<file path="config.mk">
export PLATFORM = sky130hd
export DESIGN_NAME = image_scan_controller
export DESIGN_NICKNAME = d
export VERILOG_FILES = /design/src/rtl/image_pkg.sv /design/src/rtl/scan_cmd_parser.sv /design/src/rtl/image_scan_controller.sv
export SDC_FILE = /design/constraint.sdc
export NUM_CORES = 1
export LEC_CHECK = 0
export ABC_AREA = 1
export BUFFER_PORTS_ARGS = -buffer_cell sky130_fd_sc_hd__buf_2
export CELL_PAD_IN_SITES_DETAIL_PLACEMENT = 1
export CELL_PAD_IN_SITES_GLOBAL_PLACEMENT = 1
export CORE_MARGIN = 2
export CORE_UTILIZATION = 47
export CTS_BUF_LIST = sky130_fd_sc_hd__clkbuf_4 sky130_fd_sc_hd__clkbuf_8
export CTS_CLUSTER_SIZE = 12
export DETAILED_ROUTE_END_ITERATION = 10
export PLACE_DENSITY = 0.95
export SLEW_MARGIN = 30
export SYNTH_ARGS = -nofsm -noshare
export SYNTH_HDL_FRONTEND = slang
export SYNTH_SLANG_ARGS = --single-unit
</file>
<file path="constraint.sdc">
create_clock -name clk -period 2.9 [get_ports clk]
set_input_delay 0.87 -clock clk [delete_from_list [all_inputs] [get_ports clk]]
set_output_delay 0.87 -clock clk [all_outputs]
set_load 0.02 [all_outputs]
</file>
<file path="src/rtl/image_pkg.sv">
// Shared definitions for the B-mode scan controller.
// Holds the host UART opcode bytes and the scan state encoding. The state
// encoding is also consumed by debug LEDs and the UART status reporter.
package image_pkg;

  // Host command opcodes (ASCII)
  localparam logic [7:0] CMD_START = 8'h53;  // 'S'
  localparam logic [7:0] CMD_ABORT = 8'h41;  // 'A'
  localparam logic [7:0] CMD_LEN   = 8'h4C;  // 'L', followed by one operand byte

  typedef enum logic [2:0] {
    StIdle,
    StStart,
    StWaitAck,
    StWaitTx,
    StWaitClear,
    StHoldoff,
    StDone
  } scan_state_e;

endpackage

</file>
<file path="src/rtl/scan_cmd_parser.sv">
// Host command byte decoder for the scan controller.
// Turns the strobed UART byte stream into single-cycle requests so the scan
// FSM never sees the byte protocol.
//   clk, rst             : clock, asynchronous active-low reset
//   received_data_i      : command or operand byte
//   new_received_data_i  : one-cycle strobe qualifying received_data_i
//   start_req_o          : 'S' seen as an opcode
//   abort_req_o          : 'A' seen as an opcode
//   len_wr_o             : operand byte following 'L' has arrived
//   len_val_o            : clamped line count (1..MaxLines), valid with len_wr_o
module scan_cmd_parser #(
  parameter int unsigned MaxLines = 64,
  parameter int unsigned LenW     = 7
) (
  input  logic            clk,
  input  logic            rst,
  input  logic [7:0]      received_data_i,
  input  logic            new_received_data_i,
  output logic            start_req_o,
  output logic            abort_req_o,
  output logic            len_wr_o,
  output logic [LenW-1:0] len_val_o
);
  import image_pkg::*;

  // High when the next strobed byte is the operand of 'L'
  logic opnd_q, opnd_d;

  always_comb begin
    opnd_d      = opnd_q;
    start_req_o = 1'b0;
    abort_req_o = 1'b0;
    len_wr_o    = 1'b0;

    // Zero and out-of-range counts both mean "full frame"
    len_val_o = LenW'(MaxLines);
    if (received_data_i != 8'd0 && 32'(received_data_i) <= MaxLines) begin
      len_val_o = LenW'(received_data_i);
    end

    if (new_received_data_i) begin
      if (opnd_q) begin
        // Operand is never reinterpreted as an opcode, even if it looks like one
        len_wr_o = 1'b1;
        opnd_d   = 1'b0;
      end else begin
        case (received_data_i)
          CMD_START: start_req_o = 1'b1;
          CMD_ABORT: abort_req_o = 1'b1;
          CMD_LEN:   opnd_d      = 1'b1;
          default:   ;
        endcase
      end
    end
  end

  always_ff @(posedge clk or negedge rst) begin
    if (!rst) begin
      opnd_q <= 1'b0;
    end else begin
      opnd_q <= opnd_d;
    end
  end

endmodule

</file>
<file path="src/rtl/image_scan_controller.sv">
// Frame sequencer for the B-mode transmit path.
// Walks image_transmit_fsm through num_lines scan lines: one start pulse per
// line, follow busy through transmit/receive, wait for the host to drain line
// memory (mem_clear), then hold off for the pulse-repetition limit.
//   clk, rst             : clock, asynchronous active-low reset
//   received_data_i      : host command byte
//   new_received_data_i  : strobe qualifying received_data_i
//   busy_i               : transmit FSM busy (transmit start .. capture done)
//   mem_clear_i          : one-cycle pulse, host drained line memory
//   start_transmit_o     : one-cycle start pulse to the transmit FSM
//   line_idx_o           : current scan line, 0-based
//   scanning_o           : registered, high whenever not idle
//   frame_done_o         : one-cycle pulse after the last line completes
//   timeout_err_o        : sticky watchdog flag, cleared by the next 'S'
module image_scan_controller #(
  parameter int unsigned MAX_LINES      = 64,
  parameter int unsigned LINE_W         = 6,
  parameter int unsigned DEFAULT_LINES  = 8,
  parameter int unsigned HOLDOFF_CYCLES = 16,
  parameter int unsigned TIMEOUT_CYCLES = 4096
) (
  input  logic              clk,
  input  logic              rst,
  input  logic [7:0]        received_data_i,
  input  logic              new_received_data_i,
  input  logic              busy_i,
  input  logic              mem_clear_i,
  output logic              start_transmit_o,
  output logic [LINE_W-1:0] line_idx_o,
  output logic              scanning_o,
  output logic              frame_done_o,
  output logic              timeout_err_o
);
  import image_pkg::*;

  // Line count needs one extra bit to hold MAX_LINES itself
  localparam int unsigned LenW = LINE_W + 1;
  localparam int unsigned CntW = $clog2(TIMEOUT_CYCLES + HOLDOFF_CYCLES + 1);

  logic            start_req, abort_req, len_wr;
  logic [LenW-1:0] len_val;

  scan_cmd_parser #(
    .MaxLines (MAX_LINES),
    .LenW     (LenW)
  ) u_parser (
    .clk                 (clk),
    .rst                 (rst),
    .received_data_i     (received_data_i),
    .new_received_data_i (new_received_data_i),
    .start_req_o         (start_req),
    .abort_req_o         (abort_req),
    .len_wr_o            (len_wr),
    .len_val_o           (len_val)
  );

  scan_state_e       state_q, state_d;
  logic [CntW-1:0]   cnt_q, cnt_d;
  logic [LINE_W-1:0] line_idx_q, line_idx_d;
  logic [LenW-1:0]   num_lines_q, num_lines_d;
  logic              clear_seen_q, clear_seen_d;
  logic              timeout_err_q, timeout_err_d;
  logic              scanning_q;
  logic              wd_expired, last_line;

  // Shared counter: watchdog in the wait states, holdoff timer in StHoldoff.
  // Reaching TIMEOUT_CYCLES-1 without leaving means the state has already been
  // occupied for TIMEOUT_CYCLES clocks.
  assign wd_expired = (cnt_q == CntW'(TIMEOUT_CYCLES - 1));
  assign last_line  = ({1'b0, line_idx_q} == num_lines_q - LenW'(1));

  always_comb begin
    state_d       = state_q;
    line_idx_d    = line_idx_q;
    num_lines_d   = num_lines_q;
    clear_seen_d  = clear_seen_q;
    timeout_err_d = timeout_err_q;

    if (len_wr && state_q == StIdle) begin
      num_lines_d = len_val;
    end

    unique case (state_q)
      StIdle: begin
        if (start_req) begin
          state_d       = StStart;
          line_idx_d    = '0;
          timeout_err_d = 1'b0;
        end
      end
      StStart: begin
        clear_seen_d = 1'b0;
        state_d      = StWaitAck;
      end
      StWaitAck: begin
        if (mem_clear_i) clear_seen_d = 1'b1;
        if (busy_i) begin
          state_d = StWaitTx;
        end else if (wd_expired) begin
          state_d       = StIdle;
          timeout_err_d = 1'b1;
        end
      end
      StWaitTx: begin
        if (mem_clear_i) clear_seen_d = 1'b1;
        if (!busy_i) begin
          state_d = StWaitClear;
        end else if (wd_expired) begin
          state_d       = StIdle;
          timeout_err_d = 1'b1;
        end
      end
      StWaitClear: begin
        if (mem_clear_i || clear_seen_q) begin
          state_d = last_line ? StDone : StHoldoff;
        end else if (wd_expired) begin
          state_d       = StIdle;
          timeout_err_d = 1'b1;
        end
      end
      StHoldoff: begin
        if (cnt_q == CntW'(HOLDOFF_CYCLES)) begin
          line_idx_d = line_idx_q + LINE_W'(1);
          state_d    = StStart;
        end
      end
      StDone: begin
        state_d = StIdle;
      end
      default: begin
        state_d = StIdle;
      end
    endcase

    // Abort wins over any transition decided above
    if (abort_req) begin
      state_d    = StIdle;
      line_idx_d = '0;
    end

    if (state_d != state_q) begin
      cnt_d = '0;
    end else if (state_q inside {StWaitAck, StWaitTx, StWaitClear, StHoldoff}) begin
      cnt_d = cnt_q + CntW'(1);
    end else begin
      cnt_d = '0;
    end
  end

  always_ff @(posedge clk or negedge rst) begin
    if (!rst) begin
      state_q       <= StIdle;
      cnt_q         <= '0;
      line_idx_q    <= '0;
      num_lines_q   <= LenW'(DEFAULT_LINES);
      clear_seen_q  <= 1'b0;
      timeout_err_q <= 1'b0;
      scanning_q    <= 1'b0;
    end else begin
      state_q       <= state_d;
      cnt_q         <= cnt_d;
      line_idx_q    <= line_idx_d;
      num_lines_q   <= num_lines_d;
      clear_seen_q  <= clear_seen_d;
      timeout_err_q <= timeout_err_d;
      scanning_q    <= (state_d != StIdle);
    end
  end

  // StStart lasts one cycle and is always followed by StWaitAck or StIdle,
  // so the start pulse can never repeat on consecutive cycles.
  assign start_transmit_o = (state_q == StStart);
  assign frame_done_o     = (state_q == StDone);
  assign line_idx_o       = line_idx_q;
  assign scanning_o       = scanning_q;
  assign timeout_err_o    = timeout_err_q;

endmodule

</file>
Yosys cells after proc, flatten, opt, wreduce, memory -nomap -nowiden --
Cells that the tools add are included.
Storage, ports and cells: flip-flop bits (word level) 33, bits of input ports 13, output and inout bits 10, logic and storage cells 80
Operators by class: add/sub/neg operators 3, magnitude comparators 1, equality and inequality tests 20, muxes and demuxes 34, reduce and logical (&&, ||, !) cells 14
Operators by type and width (number):
- 13-bit 2-to-1 mux | 2
- 8-bit by 7-bit == test with 1-bit output, second input constant | 3
- 3-bit 2-to-1 mux | 7
- 6-bit 2-to-1 mux | 3
- 3-bit case mux with 6 select lines | 1
- 1-bit 2-to-1 mux | 16
- 13-bit by 1-bit adder with 13-bit output, second input constant | 1
- 13-bit by 12-bit == test with 1-bit output, second input constant | 1
- 13-bit by 5-bit == test with 1-bit output, second input constant | 1
- 6-bit case mux with 2 select lines | 1
- 3-bit == test, second input constant | 3
- 8-bit by 7-bit <= comparator with 1-bit output, second input constant | 1
- 2-bit inequality test, second input constant | 4
- 4-bit nonzero test | 2
- 8-bit nonzero test | 1
- 6-bit by 7-bit == test with 1-bit output | 1
- 7-bit 2-to-1 mux | 1
- 7-bit by 1-bit subtractor with 7-bit output, second input constant | 1
- 6-bit by 1-bit adder with 6-bit output, second input constant | 1
- 3-bit by 2-bit == test with 1-bit output, second input constant | 2
- 3-bit inequality test, second input constant | 2
- 3-bit nonzero test | 2
- 5-bit AND reduction | 1
- 1-bit case mux with 4 select lines | 1
- 12 further kinds | 13

Depth between registers and ports, before layout --
Gate-level depths: netlist of the first run.
depth after elaboration 9, depth in mapped cells 20, mapped depth without buffers 19

Modules after synthesis --
A second synthesis of the first run with hierarchy kept.
Unflattened totals: cells, all modules 314, area, all modules 2273.4 um^2
Modules (own cells, without submodules):
- image_scan_controller | times used 1, cells each 274, area each 2040.7 um^2, sequential area each 802.0 um^2
- scan_cmd_parser | times used 1, cells each 40, area each 232.7 um^2, sequential area each 25.0 um^2

Least setup slack after synthesis of the first run --
OpenSTA, ideal clock, no wires.
kind input-to-reg, from in mem_clear_i, to reg cnt_q[11], setup time 0.122 ns, arrival time 2.029 ns, data required time 2.778 ns, slack 0.749 ns, stages on the path 14, buffers on the path 1, cells stage by stage or2_2 -> nand3_1 -> nor2_1 -> nand2_1 -> nor2_1 -> nand2_1 -> nand3_1 -> nand2_1 -> nand2_1 -> nand2_1 -> nand2_1 -> nand3_2 -> buf_6 -> nor2_2
On the way: cells in the longest elaborated chain, start to end 6
RTL lines:
- start: declaration | RTL line image_scan_controller.sv:27 | input logic mem_clear_i,
- 1-bit logical OR | RTL line image_scan_controller.sv:114 | if (mem_clear_i || clear_seen_q) begin
- 3-bit 2-to-1 mux | RTL line image_scan_controller.sv:114
- 3-bit case mux with 6 select lines | RTL line image_scan_controller.sv:83 | unique case (state_q)
- 3-bit 2-to-1 mux | RTL line image_scan_controller.sv:136 | if (abort_req) begin
- 3-bit inequality test | RTL line image_scan_controller.sv:141 | if (state_d != state_q) begin
- 13-bit 2-to-1 mux | RTL line image_scan_controller.sv:141
- net cnt_d[11] | RTL line image_scan_controller.sv:58 | logic [CntW-1:0] cnt_q, cnt_d;
- end signal: assignment | RTL line image_scan_controller.sv:161 | cnt_q <= cnt_d;
- end: declaration | RTL line image_scan_controller.sv:58
The timed path passes the listed nets, and every way through them passes these cells. A chain may end at the register's enable or synchronous reset.

Worst setup path after layout of the first run --
from reg num_lines_q[0], to reg cnt_q[0]
On the way: cells in the longest elaborated chain, start to end 8
RTL lines:
- start: declaration | RTL line image_scan_controller.sv:60 | logic [LenW-1:0] num_lines_q, num_lines_d;
- start signal: assignment | RTL line image_scan_controller.sv:155 | num_lines_q <= LenW'(DEFAULT_LINES);
- start signal: assignment | RTL line image_scan_controller.sv:163 | num_lines_q <= num_lines_d;
- 7-bit by 1-bit subtractor with 7-bit output | RTL line image_scan_controller.sv:70 | assign last_line = ({1'b0, line_idx_q} == num_lines_q - LenW'(1));
- 6-bit by 7-bit == test with 1-bit output | RTL line image_scan_controller.sv:70
- 2-bit 2-to-1 mux | RTL line image_scan_controller.sv:115 | state_d = last_line ? StDone : StHoldoff;
- 3-bit 2-to-1 mux | RTL line image_scan_controller.sv:114
- 3-bit case mux with 6 select lines | RTL line image_scan_controller.sv:83
- 3-bit 2-to-1 mux | RTL line image_scan_controller.sv:136
- 3-bit inequality test | RTL line image_scan_controller.sv:141
- 13-bit 2-to-1 mux | RTL line image_scan_controller.sv:141
- net cnt_d[0] | RTL line image_scan_controller.sv:58
The timed path passes the listed nets, and every way through them passes these cells.

==> flow_summary.ini, run 1 <==
[outcome]
status = completed

[finish]
antennaDiodeCount = 0
syn_to_final_growth_pct = 11.2
layout-drive-gt1-share_pct = 15.8
fin_nets = 376
ff_latch_area_um2 = 827
num-fill-cells = 647
utilization_pct = 54.0
final_area_um2 = 2550
multi_input_area_um2 = 1200

[worst_setup_path]
crit_family = simple AND/OR/NAND/NOR gates
crit_type = reg -> reg
critPathBufInv = 1
crit_top_cell = nand2_1
cp_max_fo = 13
cpPeakStageDelay_ps = 420
worst_path_max_delay_cell = dfrtp_1
crit_path_cell_trace = inv_1 -> ha_1 -> nand2_1 -> nor2_1 -> nand2_1 -> nand2_1 -> nand2_1 -> nor2_1 -> nand2_1 -> nand3_1 -> nand2_1 -> nand2_1 -> nand2_1 -> nand2_1 -> nand3_2 -> nor2_1
cp.arrival_ps = 2670
cp-start-kind = register
required_ps = 3110
cp-end-kind = register

[route]
drt_iter0_markers = 93
dr_total_vias = 2207
drc_errors = 0
wire_per_inst_um = 14.2
totalWireLength_mm = 6.07
dr.pass1.iters = 4
antenna_left = 0
vias_per_cell = 5.17

[min_path]
hp-class = reg -> reg

[global_route]
grt_pass1_vias = 2274
grt_pass1_wl_mm = 10.3
antenna_found_initial = 0
gr-total-overflow = 0
grt_max_degree = 34
grt_use_total_pct = 24.5

[synthesis]
mappedNetlistArea_um2 = 2290
avgSynthCellArea_um2 = 6.87
syn_nets = 351
synth_top_family_by_area = simple AND/OR/NAND/NOR gates
synth_adder_area_share_pct = 2.18
synthXorXnorAreaFrac_pct = 2.67
syn_inst = 334
synth_top_cell_by_area = dfrtp_1
ys_seq_elements = 33
ys_types = 34
synth_simple_gate_area_share_pct = 38.3
ys_warn_count = 0
synthMuxAreaShare_pct = 0.436
synth-compound-area-share_pct = 8.84
ys_seq_area_share_pct = 36.1
ys_top_cells_by_area = dfrtp_1 (35%), nand2_1 (14%), inv_1 (10%), nand3_1 (5.9%), nor2_1 (5.2%)
yosysTopAreaCellShare_pct = 34.9

[cts]
cts_buffer_depth = 2
cts_sinks = 33
postCtsSetupBuffers = 0
clk_latency_ps = 290
htree_num_levels = 2
clkTransAtPathRegs_ps = 80
post_cts_resize_count = 0
root_buffer = clkbuf_8
cts_tree = done
cts_buffers = 5
cts-hold-fix-buffers = 0

[die]
core_area_um2 = 4720
rows = 25
start_util_pct = 48.6
die-width_um = 73.9
die_height_um = 73.9
io_pins = 23
dieArea_um2 = 5450

[timing]
rsz0062_at_grt = no
drv_slew = 0
period_share_pct = 84.8
setup_viol = 0
timing.final.crit_period_ps = 2460
hold_viol = 0
finalSetupTns_ps = 0
worst_pin_slew_ps = 747
fmax_ghz = 0.407
timing.slew.headroom_pct = 50.2
finClkSkew_ps = 7.64

[placed_design]
place_area_um2 = 2460
port_buffers = 22
dp_hpwl_mm = 4.75
place_congestion = 0.886

[power_and_ir_drop]
ir_worst_vdd_v = 0.000619
power.total_uw = 2000
power_density_nw_per_um2 = 785
leakagePower_uw = 0.00132

[run]
cap_violations = 0
==> registers in the layout, summed over array words and instances (netlist names) <==
name             count
scanning_o           1
timeout_err_o        1
u_parser.opnd_q      1
clear_seen_q         1
state_q              3
cnt_q               13
num_lines_q          7
line_idx_o           6
==> per-layer routing <==
metal  vias to the layer above  track usage [%]  share of wire [%]  wire (um)
met5                         -                0                  0          0
met4                         0             6.87                1.3         80
met3                         8             3.84                3.1        188
met2                        34             44.0                 50       3010
met1                      1061             30.0                 46       2790
li1                       1104                -                  -          -
==> kinds of logic (layout without fill, tap and decap cells) <==
kind of cell,Yosys count,count (layout)
adder cells (fa/ha/maj),4,4
flip-flops,33,33
AND/OR/NAND/NOR,188,188
multiplexers,1,1
AO/OA/AOI/OAI,34,34
XOR/XNOR,7,7
buffers and inverters,67,93
==> final timing paths <==
path | start | to | slack (ps) | cells past startpoint
worst max-delay path | num_lines_q[0] | cnt_q[0] | 440 | 16
worst min-delay path | u_parser.opnd_q | u_parser.opnd_q | 490 | 1
worst max register to register | num_lines_q[0] | cnt_q[0] | 440 | 16
worst min register to register | u_parser.opnd_q | u_parser.opnd_q | 490 | 1
max in group asynchronous | rst | cnt_q[12] | 1780 | 1
min in group asynchronous | rst | num_lines_q[1] | 640 | 1
==> stage by stage <==
| step | setup WS (ps) | cells | hold WS, ps |
|---|---|---|---|
| after floorplan | 749 | 334 | 441 |
| after global routing | 221 | 427 | 522 |
| final | 440 | 427 | 492 |
| after detailed placement | 270 | 419 | 487 |
| after CTS | 461 | 427 | 499 |
| after global placement | 382 | 419 | 462 |
==> layout by cell type, fill, tap and decap left out, types with 8 or more instances in the layout <==
master,count
nor3_1,9
buf_2,22
nor2_1,32
nand3_1,27
nand2_1,88
nand4_1,8
dfrtp_1,32
inv_1,61
nor2_2,10
o22ai_1,8
o21ai_0,10
==> cells in the mapped netlist <==
cell type,instances
nor2_2,10
a31oi_1,2
nand3_1,27
mux2i_1,1
o211ai_1,2
nand4_4,1
a21oi_1,7
xnor2_1,1
dfrtp_1,32
nand4_1,8
inv_1,61
ha_1,4
a22o_1,1
nor2_4,3
nand2_2,3
o22ai_1,8
xor2_1,6
clkbuf_1,2
o31ai_1,2
o21ai_2,1
nand2_1,88
dfstp_2,1
buf_6,1
o21ai_0,10
or2_2,2
nor3_1,9
nand3_2,3
nor2_1,32
inv_2,1
o21a_1,1
buf_4,1
buf_2,1
nand2_4,1
nand3b_1,1
==> cell type report <==
class / instances / area share [%]
inverter: 62 / 9.13
clock buffer: 5 / 2.70
timing repair buffer: 23 / 4.61
clock inverter: 3 / 0.687
multi-input combinational: 234 / 47.2
tap: 67 / 3.29
sequential: 33 / 32.4
==> power by group <==
| part | internal (uW) | switching [uW] | total (uW) |
|---|---|---|---|
| Clock | 166 | 184 | 350 |
| Combinational | 290 | 711 | 1000 |
| Sequential | 554 | 95.9 | 650 |
(Power assumes the default switching activity.)
==> run 2: changes to the inputs <==
--- a/config.mk
+++ b/config.mk
@@ -10,11 +10,11 @@
 export CELL_PAD_IN_SITES_DETAIL_PLACEMENT = 1
 export CELL_PAD_IN_SITES_GLOBAL_PLACEMENT = 1
 export CORE_MARGIN = 2
-export CORE_UTILIZATION = 47
+export CORE_UTILIZATION = 40
 export CTS_BUF_LIST = sky130_fd_sc_hd__clkbuf_4 sky130_fd_sc_hd__clkbuf_8
 export CTS_CLUSTER_SIZE = 12
 export DETAILED_ROUTE_END_ITERATION = 10
-export PLACE_DENSITY = 0.95
+export PLACE_DENSITY = 0.89
 export SLEW_MARGIN = 30
 export SYNTH_ARGS = -nofsm -noshare
 export SYNTH_HDL_FRONTEND = slang
==> constraint.sdc (replaced) <==
create_clock -name clk -period 2.1 [get_ports clk]
set_input_delay 0.63 -clock clk [delete_from_list [all_inputs] [get_ports clk]]
set_output_delay 0.63 -clock clk [all_outputs]
set_load 0.02 [all_outputs]
==> run 2 against run 1 <==
  * Maximum frequency is 19% higher
  * Count of clock-buffer cells in the layout increased by 2
  * Routed wire length increased by 6.9%
  * Register-to-register slack lost 410 ps
  * Global-route usage is 1.9 points lower
  * Combinational power up 100%
  * Core utilization is 1.9 points lower
  * Power rose by 79%
  * Non-clock buffer count up 16
  * Flip-flop and latch count stayed put
  * Clock skew is essentially flat
  * Largest power group unchanged
  * Highest routed layer unchanged
==> flow_summary.ini, run 2 (synthesis results as in run 1) <==
[worst_setup_path]
worst_path_max_delay_cell = dfrtp_1
cp-start-kind = register
cp-end-kind = register
required_ps = 2330
cp.arrival_ps = 2300
crit_type = reg -> reg
cpPeakStageDelay_ps = 430
cp_max_fo = 7
crit_path_cell_trace = ha_4 -> nand3_2 -> nor2_4 -> nand2_4 -> nor2_4 -> nand2_2 -> o21ai_2 -> nand3_2 -> nand3_1 -> nand2_1 -> inv_1 -> nand3_4 -> buf_12 -> nor2_2
timing.rr.end = cnt_q[4]
regToRegSetupSlack_ps = 30
reg2regPathDepth = 14
r2r_start = cnt_q[1]

[placed_design]
dp_cells = 434
place_congestion = 0.820
place_area_um2 = 2560
post-place-ws_ps = -83.3
port_buffers = 22
dp_hpwl_mm = 4.60

[run]
cap_violations = 0

[timing]
timing.final.crit_period_ps = 2070
drv_slew = 0
setup_ws_ps = 26.1
setup_viol = 0
worst_pin_slew_ps = 463
rsz0062_at_grt = yes
hold_viol = 0
fmax_ghz = 0.482
timing.slew.headroom_pct = 69.0
finClkSkew_ps = 7.86
period_share_pct = 98.8

[route]
drc_errors = 0
antenna_left = 0
wire_per_inst_um = 14.5
dr_total_vias = 2292
dr.pass1.iters = 4
totalWireLength_mm = 6.48
drt_iter0_markers = 118
vias_per_cell = 5.12

[cts]
cts_tree = done
root_buffer = clkbuf_8
clkTransAtPathRegs_ps = 70
cts-hold-fix-buffers = 0
htree_num_levels = 2
clk_latency_ps = 300
cts_buffers = 5
cts_buffer_depth = 2
cts_sinks = 33

[finish]
fin_nets = 392
instances_no_fill = 448
final_cell_mix = nand2_1 (76), inv_1 (55), dfrtp_1 (31), nor2_1 (26), nand3_1 (25)
antennaDiodeCount = 0
final_area_um2 = 2870
final_common_cell = nand2_1
largest-register = cnt_q
layout-drive-gt1-share_pct = 27.1
utilization_pct = 52.1
largest_reg_flops = 13
num-fill-cells = 723
syn_to_final_growth_pct = 25.0

[power_and_ir_drop]
intPower_uw = 1970
power.switching_uw = 1620
power_frac_seq_pct = 25.3
power_frac_clock_pct = 18.0
ir_worst_vdd_v = 0.00104
leakagePower_uw = 0.00142
comb_power_share_pct = 56.7
power_density_nw_per_um2 = 1250
switching_share_pct = 45.1

[global_route]
antenna_found_initial = 0
grt_pass1_wl_mm = 11.1
grt_use_total_pct = 22.6
gr-total-overflow = 0
grt_pass1_vias = 2380
grt_max_degree = 34

[die]
dieArea_um2 = 6360
die_height_um = 79.7
rows = 27
core_area_um2 = 5510
start_util_pct = 41.6
die-width_um = 79.7
io_pins = 23

[min_path]
hp-class = in -> async

[outcome]
status = completed
==> run 2: metrics by stage <==
step           TNS, ps  power (uW)  hold WS (ps)
3_5_place_dp      -675        2480           483
4_1_cts              0        3390           372
3_3_place_gp         0        2420           459
2_1_floorplan        0        1960           334
6_report             0        3590           359
5_1_grt          -1610        3880           384
==> run 2: final cells by class <==
type | instances | area, um2 | area share, %
flip-flops and latches | 33 | 828 | 28.9
clock inverters | 1 | 30.0 | 1.05
clock buffers | 7 | 90.1 | 3.14
inverters | 62 | 233 | 8.12
well taps | 72 | 90.1 | 3.14
repair buffers | 39 | 270 | 9.43
multi-input cells | 234 | 1330 | 46.2
==> run 2: routing by layer <==
metal  vias to the layer above  GRT usage (%)  routed length, um
met4                         0           7.24                 76
met3                         8           5.09                169
met1                      1120           27.7               3030
met5                         -              0                  0
met2                        28           39.1               3210
li1                       1136              -                  -
==> run 2: worst max-delay path by stage <==
stage	start	end	slack (ps)	depth (start not counted)
finish	cnt_q[1]	cnt_q[4]	30	14
global route	num_lines_q[2]	cnt_q[11]	-130	17
CTS	num_lines_q[1]	cnt_q[12]	1	18
detailed placement	mem_clear_i	cnt_q[1]	-80	16
global placement	mem_clear_i	cnt_q[12]	20	15
floorplan	mem_clear_i	cnt_q[11]	190	14
==> run 2: power groups by stage <==
stage	sequential (uW)	clock (uW)	combinational (uW)
after detailed placement	906	0	1580
after CTS	894	666	1830
final	907	646	2040
after global routing	930	685	2260
after global placement	898	0	1520
after floorplan	864	0	1090
==> run 2: timing repair <==
| item | in CTS | in global routing |
|---|---|---|
| setup buffers | 2 | 3 |
| resized for setup | 7 | 33 |
| cloned | 1 | 0 |
| pin swaps | 4 | 14 |
| setup endpoints to repair | 13 | 15 |
==> run 2: worst max-delay path: cells and delay by family (launching register included) <==
family          cells  cell delay [ps]
simple gates       10             1010
fa+ha+maj           1              170
compound gates      1              120
buf+inv             2              270
flops               1              430
==> run 3: changes to the inputs <==
--- a/config.mk
+++ b/config.mk
@@ -9,12 +9,12 @@
 export BUFFER_PORTS_ARGS = -buffer_cell sky130_fd_sc_hd__buf_2
 export CELL_PAD_IN_SITES_DETAIL_PLACEMENT = 1
 export CELL_PAD_IN_SITES_GLOBAL_PLACEMENT = 1
-export CORE_MARGIN = 2
-export CORE_UTILIZATION = 40
+export CORE_MARGIN = 3
+export CORE_UTILIZATION = 47
 export CTS_BUF_LIST = sky130_fd_sc_hd__clkbuf_4 sky130_fd_sc_hd__clkbuf_8
-export CTS_CLUSTER_SIZE = 12
+export CTS_CLUSTER_SIZE = 25
 export DETAILED_ROUTE_END_ITERATION = 10
-export PLACE_DENSITY = 0.89
+export PLACE_DENSITY = 0.95
 export SLEW_MARGIN = 30
 export SYNTH_ARGS = -nofsm -noshare
 export SYNTH_HDL_FRONTEND = slang
==> constraint.sdc (replaced) <==
create_clock -name clk -period 2.5 [get_ports clk]
set_input_delay 0.75 -clock clk [delete_from_list [all_inputs] [get_ports clk]]
set_output_delay 0.75 -clock clk [all_outputs]
set_load 0.02 [all_outputs]
==> run 3 against run 2 <==
  * Critical path depth decreased by 1
  * Count of clock-buffer cells in the layout decreased by 2
  * Critical endpoint is now cnt_q[0]
  * Register-to-register slack improved by 70 ps
  * Highest routed layer unchanged
  * Combinational power decreased by 31%
  * First-iteration DRC count decreased by 12%
  * Worst hold slack improved by 130 ps
  * Critical path type unchanged
  * Largest cell class unchanged
==> flow_summary.ini, run 3 (synthesis results as in run 1) <==
[outcome]
status = completed

[die]
core_area_um2 = 4530
dieArea_um2 = 5750
io_pins = 23
die-width_um = 75.9
die_height_um = 75.9
rows = 24
start_util_pct = 50.6

[worst_setup_path]
crit_path_cell_trace = ha_1 -> nand3_2 -> nor2_4 -> nand3_1 -> nand4_1 -> nand2_1 -> inv_1 -> nand2_1 -> nand2_1 -> nand2_1 -> nand2_4 -> nand3_4 -> nor2_1
crit_top_cell = nand2_1
required_ps = 2710
cp-start-kind = register
crit_family = simple AND/OR/NAND/NOR gates
r2r_start = cnt_q[0]
critPathBufInv = 1
cp-end-kind = register
worst_path_max_delay_cell = dfrtp_1
reg2regPathDepth = 13
cp_max_fo = 7
regToRegSetupSlack_ps = 100
crit_cells = 13
crit_type = reg -> reg
timing.rr.end = cnt_q[0]
cp.arrival_ps = 2610
cpPeakStageDelay_ps = 410

[timing]
hold_viol = 0
finClkSkew_ps = 5.98
timing.final.crit_period_ps = 2400
timing.hold.ws_ps = 486
fmax_ghz = 0.417
setup_ws_ps = 99.3
period_share_pct = 96.0
drv_slew = 0
finalSetupTns_ps = 0
worst_pin_slew_ps = 784
timing.slew.headroom_pct = 47.7
setup_viol = 0

[cts]
cts_sinks = 33
root_buffer = clkbuf_8
clkTransAtPathRegs_ps = 70
cts_buffer_depth = 2
htree_num_levels = 2
cts_tree = done
clk_latency_ps = 290
postCtsSetupBuffers = 0
cts_buffers = 5
cts-hold-fix-buffers = 0

[placed_design]
port_buffers = 22
post-place-ws_ps = -82.8
place_area_um2 = 2480
place_congestion = 0.863
dp_hpwl_mm = 4.73

[power_and_ir_drop]
leakagePower_uw = 0.00134
power_density_nw_per_um2 = 978
ir_worst_vdd_v = 0.000622

[route]
dr.pass1.iters = 4
vias_per_cell = 5.40
dr_total_vias = 2313
totalWireLength_mm = 7.14
drt_iter0_markers = 104
wire_per_inst_um = 16.7
drc_errors = 0
antenna_left = 0

[min_path]
hold-path-cell-count = 1
hp-start = u_parser.opnd_q
whs_endpoint = u_parser.opnd_q
hp-class = reg -> reg

[finish]
multi_input_area_um2 = 1250
utilization_pct = 57.5
ff_latch_area_um2 = 828
antennaDiodeCount = 0
final_area_um2 = 2610
layout-drive-gt1-share_pct = 18.2
syn_to_final_growth_pct = 13.7
num-fill-cells = 604
largest-register = cnt_q
final_cell_mix = nand2_1 (85), inv_1 (60), nor2_1 (31), dfrtp_1 (31), nand3_1 (27)
fin_nets = 379
final_common_cell = nand2_1
largest_reg_flops = 13

[run]
cap_violations = 0

[global_route]
gr-total-overflow = 0
grt_pass1_wl_mm = 11.0
antenna_found_initial = 0
grt_pass1_vias = 2281
grt_max_degree = 34
grt_use_total_pct = 25.4
-- run 3: cell count changes in the layout (fill, tap and decap cells not counted), moves of 5 or more --
cell	before	now
buf_4	15	3
inv_2	7	2
nand2_2	15	5
nor2_4	10	4
nand2_1	76	85
nor2_1	26	31
inv_1	55	60
-- run 3: worst reg2reg max path, delay by kind of cell (launching register included) --
| family | cells | cell delay [ps] |
|---|---|---|
| AND/OR/NAND/NOR | 11 | 1610 |
| flip-flops | 1 | 410 |
| adder cells (fa/ha/maj) | 1 | 240 |
| buffers and inverters | 1 | 60 |
-- run 3: how the worst max path moves through the flow --
stage                        start  slack (ps)        end
floorplan              mem_clear_i         470  cnt_q[11]
global placement       mem_clear_i          90   cnt_q[1]
detailed placement     mem_clear_i         -80   cnt_q[0]
CTS                 num_lines_q[0]          10   cnt_q[2]
global route        num_lines_q[0]         -50   cnt_q[0]
finish                    cnt_q[0]         100   cnt_q[0]
-- run 3: stage by stage --
step                      instances  total power, uW
after detailed placement        419             1950
after global routing            428             2750
after CTS                       427             2410
after global placement          419             1880
final                           428             2550
after floorplan                 334             1640
-- run 3: routing by layer --
| layer | GRT usage [%] | wire length, um | vias up |
|---|---|---|---|
| met5 | 0 | 0 | - |
| met4 | 8.93 | 74 | 0 |
| met3 | 4.88 | 359 | 9 |
| met2 | 40.4 | 3590 | 67 |
| met1 | 34.3 | 3120 | 1120 |
| li1 | - | - | 1117 |
-- run 3: repair_timing --
item / 4_1_cts / 5_1_grt
gates cloned: 0 / 1
resized for setup: 1 / 9
endpoints found under the setup margin: 13 / 13
endpoints found under the hold margin: 0 / 0
pin swaps: 0 / 1
-- run 3: area by class of cell --
cell class / count / area share (%)
clock buffer: 5 / 2.64
tap: 65 / 3.12
multi-input combinational: 235 / 47.8
timing repair buffer: 25 / 5.08
inverter: 62 / 8.92
sequential: 33 / 31.8
clock inverter: 3 / 0.671
-- run 3: power by group --
part | switching (uW) | internal, uW
combinational | 1010 | 388
sequential | 104 | 645
clock | 209 | 192
